**src/rtl/next_pc_unit_pkg.sv**
```systemverilog
// Shared types for the fetch front end: PC sequencer states, reset vector and branch op codes.
package next_pc_unit_pkg;

  typedef enum logic [2:0] {
    StBoot,
    StRun,
    StStall,
    StHalted,
    StTrap
  } pcState_e;

  localparam logic [31:0] DefaultResetVector = 32'h0000_0000;

  // Branch unit operation codes; the branch unit raises NextPCSrc from these.
  typedef enum logic [2:0] {
    BrBeq  = 3'd0,
    BrBne  = 3'd1,
    BrBlt  = 3'd2,
    BrBge  = 3'd3,
    BrBltu = 3'd4,
    BrBgeu = 3'd5,
    BrJal  = 3'd6,
    BrJalr = 3'd7
  } brOp_e;

endpackage

```
**src/rtl/next_pc_unit_sat_counter.sv**
```systemverilog
// Up-counter that sticks at all-ones instead of wrapping.
module sat_counter #(
  parameter int unsigned Width = 16
) (
  input  logic             clk,
  input  logic             rst_n,
  input  logic             inc,
  output logic [Width-1:0] count
);

  localparam logic [Width-1:0] One = {{(Width-1){1'b0}}, 1'b1};

  logic [Width-1:0] countQ;

  always_ff @(posedge clk or negedge rst_n) begin
    if (!rst_n) begin
      countQ <= '0;
    end else if (inc && (countQ != '1)) begin
      countQ <= countQ + One;
    end
  end

  assign count = countQ;

endmodule

```
**src/rtl/next_pc_unit.sv**
```systemverilog
// PC sequencer: sequential/redirect fetch addressing with stall, halt and misaligned-target trap.
module next_pc_unit
  import next_pc_unit_pkg::*;
#(
  parameter logic [31:0] RESET_VECTOR = DefaultResetVector,
  parameter int unsigned CNT_W        = 16
) (
  input  logic             clk,
  input  logic             rst_n,
  input  logic             NextPCSrc,
  input  logic [31:0]      BrTarget,
  input  logic             halt,
  input  logic             imem_ready,
  output logic             imem_req,
  output logic [31:0]      PC,
  output logic [31:0]      PCPlus4,
  output logic             retired,
  output logic             trap,
  output logic [31:0]      trap_pc,
  output logic [CNT_W-1:0] taken_count
);

  pcState_e    stateQ;
  logic [31:0] pcQ;
  logic [31:0] trapPcQ;

  logic active;
  logic accept;
  logic misaligned;
  logic takeRedirect;

  assign active     = (stateQ == StRun) || (stateQ == StStall);
  assign accept     = active && imem_ready;
  // halt wins over a redirect, so a misaligned target is only fatal without halt.
  assign misaligned = NextPCSrc && BrTarget[1] && !halt;
  assign takeRedirect = accept && NextPCSrc && !halt && !BrTarget[1];

  assign imem_req = active;
  assign retired  = accept && !misaligned;
  assign PC       = pcQ;
  assign PCPlus4  = pcQ + 32'd4;
  assign trap     = (stateQ == StTrap);
  assign trap_pc  = trapPcQ;

  always_ff @(posedge clk or negedge rst_n) begin
    if (!rst_n) begin
      stateQ  <= StBoot;
      pcQ     <= RESET_VECTOR;
      trapPcQ <= '0;
    end else begin
      unique case (stateQ)
        StBoot: stateQ <= StRun;
        StRun, StStall: begin
          if (!imem_ready) begin
            stateQ <= StStall;
          end else if (halt) begin
            stateQ <= StHalted;
          end else if (misaligned) begin
            stateQ  <= StTrap;
            trapPcQ <= BrTarget;
          end else begin
            stateQ <= StRun;
            pcQ    <= NextPCSrc ? {BrTarget[31:1], 1'b0} : PCPlus4;
          end
        end
        default: ;  // HALTED and TRAP are left only through reset
      endcase
    end
  end

  sat_counter #(
    .Width(CNT_W)
  ) u_taken_cnt (
    .clk  (clk),
    .rst_n(rst_n),
    .inc  (takeRedirect),
    .count(taken_count)
  );

endmodule

```
**config.mk**
```make
export PLATFORM = sky130hd
export DESIGN_NAME = next_pc_unit
export DESIGN_NICKNAME = d
export VERILOG_FILES = /design/src/rtl/next_pc_unit_pkg.sv /design/src/rtl/next_pc_unit_sat_counter.sv /design/src/rtl/next_pc_unit.sv
export SDC_FILE = /design/constraint.sdc
export NUM_CORES = 1
export LEC_CHECK = 0
export ABC_AREA = 1
export BUFFER_PORTS_ARGS = -buffer_cell sky130_fd_sc_hd__buf_4
export CORE_UTILIZATION = 28
export DETAILED_ROUTE_END_ITERATION = 12
export PLACE_DENSITY = 0.6
export SLEW_MARGIN = 25
export SYNTH_ARGS = -nofsm -noshare
export SYNTH_HDL_FRONTEND = slang
export SYNTH_SLANG_ARGS = --single-unit
```
**constraint.sdc**
```tcl
create_clock -name clk -period 2.15 [get_ports clk]
set_input_delay 0.215 -clock clk [delete_from_list [all_inputs] [get_ports clk]]
set_output_delay 0.215 -clock clk [all_outputs]
set_load 0.1 [all_outputs]
```
==> results of run 1 <==
-- cells by family (layout without fill, tap and decap cells) --
logic type	after synthesis	count (layout)	synth area share (%)
and+or+nand+nor	367	367	33.1
buffers and inverters	112	286	9.85
DFF	82	82	44.0
AOI/OAI and AO/OA	68	68	7.73
xor gates and xnor gates	25	25	4.70
adders and majority gates	2	2	0.537
other	1	2	0.0805
-- timing repair --
| item | CTS | global route |
|---|---|---|
| pin swaps | 20 | 12 |
| cloned | 0 | 0 |
| gates resized for setup | 55 | 30 |
| setup buffers | 10 | 6 |
| endpoints found under the setup margin | 23 | 22 |
| endpoints found under the hold margin | 40 | 0 |
| hold buffers | 1 | 0 |
-- state kept, by name, summed over array words and instances (netlist names) --
signal / count
trap_pc: 32
u_taken_cnt.count: 16
PC: 31
stateQ: 3
-- power by group through the flow --
| stage | logic (µW) | clock network, µW | registers, µW |
|---|---|---|---|
| floorplan | 42.5 | 0 | 1570 |
| global placement | 147 | 0 | 1570 |
| detailed placement | 147 | 0 | 1570 |
| CTS | 149 | 1700 | 1540 |
| global route | 162 | 1760 | 1540 |
| finish | 144 | 1660 | 1540 |
-- routing by layer --
layer	up-vias	share of wire [%]	global-route usage, %
li1	2340	-	-
met1	2157	45	24.2
met2	113	48	28.0
met3	20	5.0	3.09
met4	0	2.3	7.51
met5	-	0	0
-- cell type report --
class	count	area share, %
Multi-Input combinational cell	464	36.6
Inverter	93	4.82
Timing Repair Buffer	177	21.8
Tap cell	216	3.69
Sequential cell	82	28.7
Clock inverter	3	0.632
Clock buffer	13	3.69
-- critical path, stage by stage, from the launching register on --
cell     delay, ns
dfrtp_4       0.46
ha_4          0.15
nand2_4       0.05
nor2_4        0.16
nand2_4       0.10
nor2_4        0.19
buf_12        0.14
xor2_4        0.16
buf_12        0.19
-- cells in the final DEF (no fill, tap or decap), types with 13 or more instances in the layout --
cell type  instances
nor2_4            13
nand2_2           16
dfrtp_2           15
nand3_1           17
buf_12            17
buf_4            150
nor2_1            39
inv_1             89
o21ai_0           46
o21ai_1           13
dfrtp_1           58
nand2_1          234
-- how the worst min path moves through the flow --
stage / startpoint / to / slack, ns / depth (start not counted)
3_5_place_dp: rst_n / PC[18] / 0.26 / 1
4_1_cts: BrTarget[0] / trap_pc[0] / 0.11 / 3
2_1_floorplan: rst_n / PC[11] / -0.08 / 0
3_3_place_gp: rst_n / PC[19] / 0.25 / 1
5_1_grt: BrTarget[0] / trap_pc[0] / 0.15 / 3
6_report: BrTarget[0] / trap_pc[0] / 0.12 / 3
-- stage by stage --
stage	area [µm²]	utilization, %	power, µW	setup WS, ns
after detailed placement	6520	40.6	1720	0.0796
after global placement	6520	40.6	1720	0.0975
after global routing	7320	45.6	3460	-0.109
final	7320	45.6	3350	-0.0175
after CTS	7180	44.7	3390	-0.0686
after floorplan	5150	-	1620	-0.438
==> summary.txt, run 1 <==
Run status
  – Outcome: complete, but fails checks
  – Failing checks: negative setup slack

Worst setup path
  – Crit path launch type: register
  – Worst Setup Path Type: register to output port
  – R2r setup slk: 0.39 ns
  – Crit Reg-Reg Endpoint: u_taken_cnt.count[2]
  – Critical Path RT: 1.93 ns
  – Critical path peak fanout: 5
  – Reg2Reg Depth: 7
  – RR Startpoint: u_taken_cnt.count[0]
  – CP endpoint kind: output port
  – Crit path to: PCPlus4[12]
  – Worst EP arrival: 1.95 ns
  – Worst Setup SP: PC[2]

Global route
  – GR Overflow Total: 0
  – Vias in the first global route: 4238
  – First-pass GRT wire length: 22800 µm
  – Global Route Usage Sum: 17.8%
  – Initial antenna violation count: 0
  – Largest net degree at the start of global routing: 43

Timing
  – Final hold violation count: 0
  – Fin crit share: 101%
  – Final Critical Period: 2.17 ns
  – WHS: 0.122 ns
  – Slew headroom: 61.4%
  – PnR worst setup slack: -0.0175 ns
  – Actual slew at the worst max-slew pin: 0.579 ns
  – Clock Skew: 0.00937 ns
  – RSZ-0062 raised after global routing: true
  – Fmax: 461 MHz
  – Setup violations, final: 1
  – Setup TNS: -0.0175 ns
  – Max-slew violation count: 0

Power and ir drop
  – Switching pwr: 753 µW
  – Power density cells: 457 nW/µm²
  – Clk pwr share: 49.6%
  – Internal: 2600 µW
  – Combinational Power Share: 4.3%
  – Max IR drop VDD: 0.322 mV
  – Net Sw Frac: 22.5%
  – Lkg Pwr: 0.00355 µW
  – Seq pwr share: 46.1%

Drt
  – Residual DRC: 0
  – Post-Route WL: 14700 µm
  – DR vias/cell: 4.42
  – Antenna Nets Post-Route: 0
  – Initial detailed-routing violation count: 228
  – Detailed-route via count: 4630
  – Pre-Repair DR Iteration Count: 5
  – Drt wl/cell: 14.0 µm

Yosys
  – Number of synthesized register bits: 82
  – Syn avg cell area: 7.09 µm²
  – Cells after Synth: 657
  – Most numerous cell in the Yosys netlist: nand2_1
  – Post-synth EDFFs: 0
  – Sequential-to-total area share from yosys stat: 44.0%
  – Synth warn: 0
  – Commonest cells in the netlist: nand2_1 (261), inv_1 (90), dfrtp_1 (82)
  – Synth top area cells: dfrtp_1 (44%), nand2_1 (21%), inv_1 (7.2%)
  – Synth unique cells: 31
  – Synth area leader: dfrtp_1
  – Synth top area share: 44.0%
  – Most used DFF post-synth: dfrtp_1
  – Post-synth ARST share: 100%
  – Mapped cell area: 4660 µm²

Clocking
  – Max Buffers Root-to-Sink: 2
  – H-tree depth: 3
  – CTS clock-pin slew for the worst setup and hold paths: 0.06 ns
  – TritonCTS clock tree: done
  – CTS buffer count: 9
  – CTS root buf: clkbuf_16
  – Clock Latency Late Sink: 0.35 ns
  – CTS Sinks: 82

Floorplan
  – Row count: 46
  – Initial Utilization: 29.0%
  – Die width: 131 µm
  – Die Span Y: 131 µm
  – Die ar.: 17200 µm²
  – Num ports: 152
  – Core region area: 16100 µm²

Final layout
  – P&R area growth vs syn: 57.1%
  – Layout Cells excl Fill: 1048
  – Multi-input gate area: 2680 µm²
  – Number of diodes: 0
  – Layout cells sized above 1: 35.3%
  – Filler instances: 1604
  – Final net count: 866
  – Register area: 2100 µm²

Placement
  – Count of input and output buffers: 149
  – Post-DP HPWL: 11000 µm
  – Routability cong.: 0.823
  – Placed Cells: 1015

Flow run
  – Max-cap violations: 0

Worst hold path
  – Worst Hold Class: input pin to register
(Power assumes the default switching activity.)
==> run 2, diff against run 1 <==
ABC_AREA = default   (was 1)
GPL_ROUTABILITY_DRIVEN = 0   (was default)
clock period = 2.8 ns   (was 2.15 ns; I/O delays follow)
==> run 2 against run 1 <==
  * The flow now finishes without violations
  * Sequential share of layout area up 2.2 points
  * Largest power group is now registers
  * Total power up 12%
  * Die area down 0.76%
  * Largest cell class unchanged
  * Sequential power down 12%
  * Cell count down 20%
  * Clock-buffer cell count down 2
  * Register-to-register slack better by 0.14 ns
  * Synthesized cell count down 29%
==> summary.txt, run 2 <==
Drt
  – Antenna Nets Post-Route: 0
  – Detailed-route via count: 4316
  – Initial detailed-routing violation count: 200
  – Pre-Repair DR Iteration Count: 4
  – DR vias/cell: 5.14
  – Post-Route WL: 15200 µm
  – Residual DRC: 0
  – Drt wl/cell: 18.1 µm

Timing
  – Setup violations, final: 0
  – Fin crit share: 96.8%
  – RSZ-0062 raised after global routing: true
  – Max-slew violation count: 0
  – Fmax: 369 MHz
  – Final Critical Period: 2.71 ns
  – Slew headroom: 40.3%
  – Clock Skew: 0.00832 ns
  – Actual slew at the worst max-slew pin: 0.894 ns
  – Setup TNS: 0 ns
  – Final hold violation count: 0

Yosys
  – Synth area leader: dfrtp_1
  – Number of synthesized register bits: 82
  – Synth unique cells: 59
  – Synth warn: 0
  – Sequential-to-total area share from yosys stat: 44.4%
  – Cells after Synth: 465
  – Syn avg cell area: 9.95 µm²
  – Commonest cells in the netlist: dfrtp_1 (82), nand2_1 (36), mux2_2 (32)
  – Synth top area cells: dfrtp_1 (44%), mux2_2 (7.8%), xor2_1 (4.4%)
  – Post-synth EDFFs: 0
  – Synth top area share: 44.4%
  – Most numerous cell in the Yosys netlist: dfrtp_1
  – Most used DFF post-synth: dfrtp_1
  – Post-synth ARST share: 100%
  – Mapped cell area: 4620 µm²

Final layout
  – Most frequent cells in the layout: buf_4 (171), dfrtp_1 (58), nand2_1 (35), mux2_2 (32), o22ai_1 (27)
  – Max reg flops: 32
  – Commonest non-fill, non-tap cell in the layout: buf_4
  – P&R area growth vs syn: 47.9%
  – Layout cells sized above 1: 48.6%
  – Number of diodes: 0
  – Layout Cells excl Fill: 840
  – Multi-input gate area: 2790 µm²
  – Register area: 2110 µm²
  – Final net count: 658
  – Filler instances: 1584

Placement
  – Post-DP HPWL: 11200 µm
  – Placed Cells: 816
  – Count of input and output buffers: 149

Flow run
  – Max-cap violations: 0

Clocking
  – CTS Sinks: 82
  – CTS clock-pin slew for the worst setup and hold paths: 0.06 ns
  – CTS buffer count: 9
  – Max Buffers Root-to-Sink: 2
  – Clock Latency Late Sink: 0.36 ns
  – CTS root buf: clkbuf_16
  – TritonCTS clock tree: done
  – H-tree depth: 3

Global route
  – Initial antenna violation count: 0
  – First-pass GRT wire length: 23600 µm
  – Global Route Usage Sum: 18.6%
  – Vias in the first global route: 4245
  – Largest net degree at the start of global routing: 56
  – GR Overflow Total: 0

Floorplan
  – Die width: 131 µm
  – Initial Utilization: 28.9%
  – Num ports: 152
  – Row count: 46
  – Die Span Y: 131 µm
  – Core region area: 16000 µm²
  – Die ar.: 17000 µm²

Worst setup path
  – Worst EP arrival: 2.43 ns
  – Worst Setup Path Type: register to output port
  – Critical path peak fanout: 9
  – Cells along the critical path: nand4_1 -> or2_1 -> nor3_1 -> xnor2_2 -> buf_4
  – Critical Path RT: 2.52 ns
  – Crit-path slowest cell: nor3_1
  – Max stage delay on crit path: 0.49 ns
  – Crit path launch type: register
  – CP endpoint kind: output port

Run status
  – Outcome: complete, no violations

Power and ir drop
  – Lkg Pwr: 0.00319 µW
  – Power density cells: 549 nW/µm²
  – Max IR drop VDD: 0.268 mV

Worst hold path
  – Worst Hold Class: input pin to register
run 2: cell count changes after synthesis, sizes merged, moves of 10 or more:
cell    change
o22ai      +26
nor2       -29
nand2     -227
mux2       +32
a21oi      +25
inv        -82
clkbuf     +10
xnor2      +11
o21ai      -46
run 2: metrics by stage:
step	hold slack, ns	power (µW)	cell area (µm²)	setup WS (ns)	util [%]
2_1_floorplan	-0.0156	2340	5130	-0.147	-
3_3_place_gp	0.243	2640	6490	0.323	40.5
3_5_place_dp	0.237	2660	6490	0.240	40.5
4_1_cts	0.150	3800	6800	0.0387	42.5
5_1_grt	0.155	3890	6840	-0.00239	42.7
6_report	0.157	3750	6840	0.0902	42.7
run 2: path summary, 6_finish.rpt:
kind	from	to	slack (ns)	depth (start not counted)
setup / recovery	PC[4]	PCPlus4[15]	0.09	5
setup reg to reg	stateQ[2]	trap_pc[10]	0.53	5
max in group asynchronous	rst_n	PC[15]	1.70	3
hold reg to reg	trap_pc[1]	trap_pc[1]	0.47	1
hold / removal	BrTarget[0]	trap_pc[0]	0.16	2
min in group asynchronous	rst_n	trap_pc[2]	0.38	2
run 2: logic make-up after synthesis:
| family | Yosys count | synth area share, % |
|---|---|---|
| other | 1 | 0.0811 |
| buffers and inverters | 45 | 4.41 |
| AO/OA/AOI/OAI | 100 | 14.4 |
| XOR/XNOR | 43 | 8.14 |
| adder cells (fa/ha/maj) | 2 | 0.541 |
| AND/OR/NAND/NOR | 158 | 19.8 |
| multiplexers | 34 | 8.23 |
| flip-flops | 82 | 44.4 |
run 2: timing repair:
item | CTS | global route
hold buffers | 1 | 0
setup endpoints to repair | 7 | 5
hold endpoints to repair | 27 | 0
resized for setup | 1 | 5
pin swaps | 3 | 1
buffers inserted | 4 | 3
run 2: worst max-delay path: cells and delay by family, from the launching register on:
kind / cells / cell delay (ns)
simple gates: 3 / 1.13
flops: 1 / 0.47
buf+inv: 1 / 0.30
xor+xnor: 1 / 0.17
run 2: report_power, final:
group	internal, µW	switching, µW	total [µW]
registers	1270	89.6	1360
logic	277	989	1270
clock network	620	506	1130
total	2170	1590	3750
run 2: final cells by class:
class	instances	share of cell area [%]
inverters	11	0.604
repair buffers	176	19.7
well taps	216	3.95
clock inverters	5	0.439
clock buffers	11	3.55
flip-flops and latches	82	30.9
multi-input cells	339	40.8
run 2: metal layers:
layer,track usage [%],share of wire [%]
met4,7.23,2.2
met2,30.2,48
met1,23.9,43
met5,0,0
met3,4.64,6.4
